[src/rtl/mem_serial_interface.sv]
// -----------------------------------------------------------------------------
// mem_serial_interface
//
// Serial link engine between the instruction decoder and an external memory
// device. The TX side sends a header symbol followed by a payload pulled from
// the decoder one symbol per cycle. The RX side recognises response start
// symbols and frames the read-data payload that follows. TX and RX are fully
// independent.
//
// Ports:
//   clk, rst_n              clock, asynchronous active-low reset
//   tx_command_valid        decoder requests a transaction
//   tx_command [1:0]        header: 1=READ_16, 2=WRITE_8, 3=WRITE_16 (0 ignored)
//   tx_command_started      command accepted this cycle (header on tx_pins)
//   tx_active               TX in payload phase
//   tx_data [IO_BITS-1:0]   current payload symbol from decoder
//   tx_data_next            tx_data consumed this cycle
//   tx_done                 last payload symbol this cycle
//   tx_counter [CW-1:0]     payload symbol index
//   tx_pins [IO_BITS-1:0]   serial output, 0 when idle
//   rx_pins [IO_BITS-1:0]   serial input, 0 when idle
//   rx_started              response start symbol seen
//   rx_sbs [IO_BITS-1:0]    start symbol (rx_pins while idle)
//   rx_sbs_valid            rx_sbs meaningful this cycle
//   rx_active               receiving payload
//   rx_data_valid           rx_pins carries a data symbol this cycle
//   rx_done                 response complete this cycle
//   rx_counter [CW-1:0]     payload symbol index
// -----------------------------------------------------------------------------
module mem_serial_interface #(
   parameter int IO_BITS        = 2,
   parameter int PAYLOAD_CYCLES = 8,
   localparam int CW            = $clog2(PAYLOAD_CYCLES) + 1
) (
   input  logic               clk,
   input  logic               rst_n,
   input  logic               tx_command_valid,
   input  logic [1:0]         tx_command,
   output logic               tx_command_started,
   output logic               tx_active,
   input  logic [IO_BITS-1:0] tx_data,
   output logic               tx_data_next,
   output logic               tx_done,
   output logic [CW-1:0]      tx_counter,
   output logic [IO_BITS-1:0] tx_pins,
   input  logic [IO_BITS-1:0] rx_pins,
   output logic               rx_started,
   output logic [IO_BITS-1:0] rx_sbs,
   output logic               rx_sbs_valid,
   output logic               rx_active,
   output logic               rx_data_valid,
   output logic               rx_done,
   output logic [CW-1:0]      rx_counter
);

   // Index of the final payload symbol for each header. The counter is one bit
   // wider than PAYLOAD_CYCLES needs so a two-payload WRITE_16 still fits.
   localparam logic [CW-1:0] LAST_R16 = CW'(PAYLOAD_CYCLES - 1);
   localparam logic [CW-1:0] LAST_W8  = CW'(PAYLOAD_CYCLES + PAYLOAD_CYCLES / 2 - 1);
   localparam logic [CW-1:0] LAST_W16 = CW'(2 * PAYLOAD_CYCLES - 1);
   localparam logic [IO_BITS-1:0] RX_SB_READ_16 = IO_BITS'(1);

   typedef enum logic {TX_IDLE, TX_PAYLOAD} tx_state_t;
   typedef enum logic {RX_IDLE, RX_DATA}    rx_state_t;

   tx_state_t         tx_state_reg;
   logic [CW-1:0]     tx_counter_reg;
   logic [CW-1:0]     tx_last_reg;
   logic [CW-1:0]     tx_last_next;
   logic              tx_start;

   rx_state_t         rx_state_reg;
   logic [CW-1:0]     rx_counter_reg;
   logic              rx_idle;
   logic              rx_symbol;

   // ---------------------------------------------------------------- TX side
   assign tx_start = (tx_state_reg == TX_IDLE) && tx_command_valid && (tx_command != 2'd0);

   always_comb begin
      tx_last_next = LAST_R16;
      case (tx_command)
         2'd2:    tx_last_next = LAST_W8;
         2'd3:    tx_last_next = LAST_W16;
         default: tx_last_next = LAST_R16;
      endcase
   end

   always_ff @(posedge clk or negedge rst_n) begin
      if (!rst_n) begin
         tx_state_reg   <= TX_IDLE;
         tx_counter_reg <= '0;
         tx_last_reg    <= '0;
      end else begin
         case (tx_state_reg)
            TX_IDLE: begin
               if (tx_start) begin
                  tx_state_reg   <= TX_PAYLOAD;
                  tx_counter_reg <= '0;
                  tx_last_reg    <= tx_last_next;
               end
            end
            TX_PAYLOAD: begin
               // Counter returns to 0 on the last symbol so it reads 0 when idle.
               if (tx_counter_reg == tx_last_reg) begin
                  tx_state_reg   <= TX_IDLE;
                  tx_counter_reg <= '0;
               end else begin
                  tx_counter_reg <= tx_counter_reg + 1'b1;
               end
            end
            default: tx_state_reg <= TX_IDLE;
         endcase
      end
   end

   assign tx_command_started = tx_start;
   assign tx_active          = (tx_state_reg == TX_PAYLOAD);
   assign tx_data_next       = tx_active;
   assign tx_done            = tx_active && (tx_counter_reg == tx_last_reg);
   assign tx_counter         = tx_counter_reg;
   // Header goes out in the acceptance cycle, payload passes straight through.
   assign tx_pins            = tx_active ? tx_data :
                               (tx_start ? IO_BITS'(tx_command) : '0);

   // ---------------------------------------------------------------- RX side
   assign rx_idle   = (rx_state_reg == RX_IDLE);
   assign rx_symbol = rx_idle && (rx_pins != '0);

   always_ff @(posedge clk or negedge rst_n) begin
      if (!rst_n) begin
         rx_state_reg   <= RX_IDLE;
         rx_counter_reg <= '0;
      end else begin
         case (rx_state_reg)
            RX_IDLE: begin
               if (rx_pins == RX_SB_READ_16) begin
                  rx_state_reg   <= RX_DATA;
                  rx_counter_reg <= '0;
               end
            end
            RX_DATA: begin
               if (rx_counter_reg == CW'(PAYLOAD_CYCLES - 1)) begin
                  rx_state_reg   <= RX_IDLE;
                  rx_counter_reg <= '0;
               end else begin
                  rx_counter_reg <= rx_counter_reg + 1'b1;
               end
            end
            default: rx_state_reg <= RX_IDLE;
         endcase
      end
   end

   assign rx_started    = rx_symbol;
   assign rx_sbs_valid  = rx_symbol;
   assign rx_sbs        = rx_idle ? rx_pins : '0;
   assign rx_active     = (rx_state_reg == RX_DATA);
   assign rx_data_valid = rx_active;
   assign rx_counter    = rx_counter_reg;
   // Any non-read start symbol is a single-symbol acknowledgment.
   assign rx_done       = (rx_symbol && (rx_pins != RX_SB_READ_16)) ||
                          (rx_active && (rx_counter_reg == CW'(PAYLOAD_CYCLES - 1)));

endmodule

[config.mk]
export PLATFORM = sky130hd
export DESIGN_NAME = mem_serial_interface
export DESIGN_NICKNAME = d
export VERILOG_FILES = /design/src/rtl/mem_serial_interface.sv
export SDC_FILE = /design/constraint.sdc
export NUM_CORES = 1
export LEC_CHECK = 0
export CORE_MARGIN = 10
export CORE_UTILIZATION = 41
export DETAILED_ROUTE_END_ITERATION = 10
export PLACE_DENSITY = 0.86
export SLEW_MARGIN = 20
export SYNTH_ARGS = -nofsm -noshare
export SYNTH_HDL_FRONTEND = slang
export SYNTH_SLANG_ARGS = --single-unit
[constraint.sdc]
create_clock -name clk -period 2 [get_ports clk]
set_input_delay 0.4 -clock clk [delete_from_list [all_inputs] [get_ports clk]]
set_output_delay 0.4 -clock clk [all_outputs]
set_load 0.05 [all_outputs]
==> out/results.txt, run 1 <==
status: completed
critical path class: reg2out
P&R area growth vs syn: 59.2%
largest net degree at the start of global routing: 16
final worst slack: 0.0104 ns
maxcap violations: 0
Worst Tran Pin Value: 0.578 ns
DR vias: 667
Max Used Layer: met4
CTS max path bufs: 2
Reg clk slew, reported paths: 0.09 ns
TritonRoute pass-1 iters: 4
pwr dens: 1930 nW/um^2
cells along the critical path: or3_1 > a211oi_2 > and2_4 > buf_12
core box area: 1690 sq um
CTS Buf Count: 3
Synth Cell Area: 714 sq um
I/O pin count: 30
# diodes: 0
Critical Path AT: 1.59 ns
Placement Cell Area: 1080 sq um
Worst Setup End Kind: output pin
cell depth of the worst flop-to-flop path: 4
first-iteration detailed-routing DRC count: 14
class of the worst hold path: in2async
GPL Wtd Cong: 0.828
share of cells above drive strength 1: 32.4%
vias per cell: 5.21
Slowest cell on crit path: dfrtp_2
Hold Vio Cnt, Final: 0
worst-skew pair later-pin latency: 0.28 ns
CTS root buf: clkbuf_4
VDD IR max: 1.11 mV
first-pass GRT wire length: 3030 um
Cells after Synth: 77
DR WL met2: 793 um
Tot Pwr: 0.00219 W
routed wl met3: 267 um
Setup WS pre-CTS: 0.0776 ns
setup violators final: 0
Final Slew Violations: 0
die area: 3810 sq um
total gr overflow: 0
final net count: 123
distinct cell type count after synthesis: 25
RSZ-0062 raised after global routing: yes
Req. time, crit path: 1.60 ns
Port-buffer cells: 29
GRT Resource Usage Total: 10.5%
delay of the slowest critical-path stage: 0.41 ns
register area share after synthesis: 45.5%
ANT nets after route: 0
#FFs+latches synth: 13
final worst path period need: 1.99 ns
Synth Warn #: 0
CTS tree: done
Synth Net Count: 88
CTS Sinks: 13
post-DP HPWL: 1530 um
relative max-transition margin: 61.3%
vias in the first global route: 690
initial antenna violation count: 0
CTS H-Tree Depth: 1
drt wl/cell: 14.5 um
Worst Skew: 0.00968 ns
Die Span Y: 61.7 um
# DRC: 0
Fmax achieved: 0.503 GHz
FP Rows: 15
die span in x: 61.7 um
Final Cell Area: 1140 sq um
wl on met1: 761 um
Avg Inst Size Synth: 9.28 sq um
Total Wirelength: 1860 um
Initial Utilization: 42.3%
Critical Path Source Type: flop
post-CTS resize count: 0
static leakage: 0.540 nW
CP Max Fanout: 2
Final Cycle Share: 99.5%
power by group:
| group | switching (W) | internal, W |
|---|---|---|
| Sequential | 0.000171 | 0.000386 |
| Combinational | 0.000907 | 0.000566 |
| Clock | 0.0000892 | 0.0000743 |
final timing paths:
check / start / slack, ns / endpoint
worst max-delay path: tx_counter[0] / 0.01 / tx_done
worst min-delay path: rst_n / 0.48 / tx_active
worst max register to register: tx_counter[0] / 0.64 / tx_counter[2]
worst min register to register: tx_last_reg[3] / 0.51 / tx_last_reg[3]
max in group asynchronous: rst_n / 1.10 / rx_active
min in group clk: tx_last_reg[3] / 0.51 / tx_last_reg[3]
layer usage:
metal | GRT usage, % | up-vias
met2 | 16.7 | 31
met4 | 6.37 | 0
met5 | 0 | -
met1 | 10.7 | 297
li1 | - | 333
met3 | 5.69 | 6
synthesized netlist by cell type:
cell,n,area [sq um]
or3_1,1,6.26
inv_1,2,7.51
nand3_1,7,35.0
ha_1,2,25.0
nor2b_1,2,12.5
o21ai_0,5,25.0
buf_4,3,22.5
o22ai_1,1,6.26
nand3b_1,2,15.0
nor4b_1,1,8.76
mux2_2,1,11.3
a21o_1,3,22.5
xor2_1,3,26.3
and2_1,1,6.26
nor2_1,2,7.51
a211oi_2,1,12.5
clkbuf_1,2,7.51
nand2_1,15,56.3
dfrtp_1,13,325
o21bai_1,1,7.51
mux2i_1,2,20.0
a211oi_1,1,7.51
or2_2,2,12.5
o31ai_1,2,15.0
nand2b_1,2,12.5
cells by family after synthesis:
logic type	Yosys count	share of synthesized area, %
flip-flops	13	45.5
buffers and inverters	7	5.25
XOR/XNOR	3	3.68
multiplexers	3	4.38
adder cells (fa/ha/maj)	2	3.50
AND/OR/NAND/NOR	35	24.2
AO/OA/AOI/OAI	14	13.5
final cells by class:
cell class / instances / area (sq um)
clock buffer: 3 / 22.5
tap: 17 / 21.3
timing repair buffer: 35 / 383
fill: 143 / 552
multi-input combinational: 57 / 369
sequential: 13 / 329
clock inverter: 1 / 5.00
inverter: 2 / 7.51
critical path, delay by kind of cell, from the launching register on:
family,cells,cell delay [ns]
flops,1,0.41
buf+inv,1,0.13
compound gates,1,0.22
simple gates,2,0.54
stage by stage:
step	hold slack (ns)	std cells	util [%]	setup TNS, ns
floorplan	0.104	77	-	0
global placement	0.482	120	63.9	0
detailed placement	0.492	120	63.9	0
CTS	0.504	128	67.3	0
global route	0.516	128	67.3	-0.0952
finish	0.479	128	67.3	0
cell usage in the layout (no fill, tap or decap), types with 2 or more instances in the layout:
cell type,Yosys,final
nand2_1,15,15
buf_4,3,15
clkdlybuf4s50_1,0,13
dfrtp_1,13,10
nand3_1,7,7
buf_12,0,7
o21ai_0,5,5
a21o_1,3,3
xor2_1,3,3
clkbuf_4,0,3
dfrtp_2,0,3
nand3b_1,2,2
nor2_1,2,2
nor2b_4,0,2
or2_2,2,2
nand2b_1,2,2
inv_1,2,2
o31ai_1,2,2
mux2i_1,2,2
ha_1,2,2
timing repair:
item	in CTS	in global routing
setup buffers	4	0
pin swaps	2	0
setup endpoints to repair	1	1
hold buffers	0	0
Note: power is estimated with default switching activity, not from simulation.
==> inputs of run 2 (changes only) <==
--- a/config.mk
+++ b/config.mk
@@ -9,7 +9,6 @@
 export CORE_UTILIZATION = 41
 export DETAILED_ROUTE_END_ITERATION = 10
 export PLACE_DENSITY = 0.86
-export SLEW_MARGIN = 20
 export SYNTH_ARGS = -nofsm -noshare
 export SYNTH_HDL_FRONTEND = slang
 export SYNTH_SLANG_ARGS = --single-unit
==> results of run 2 <==
The final DEF is identical to that of run 1; final timing and power are the same.
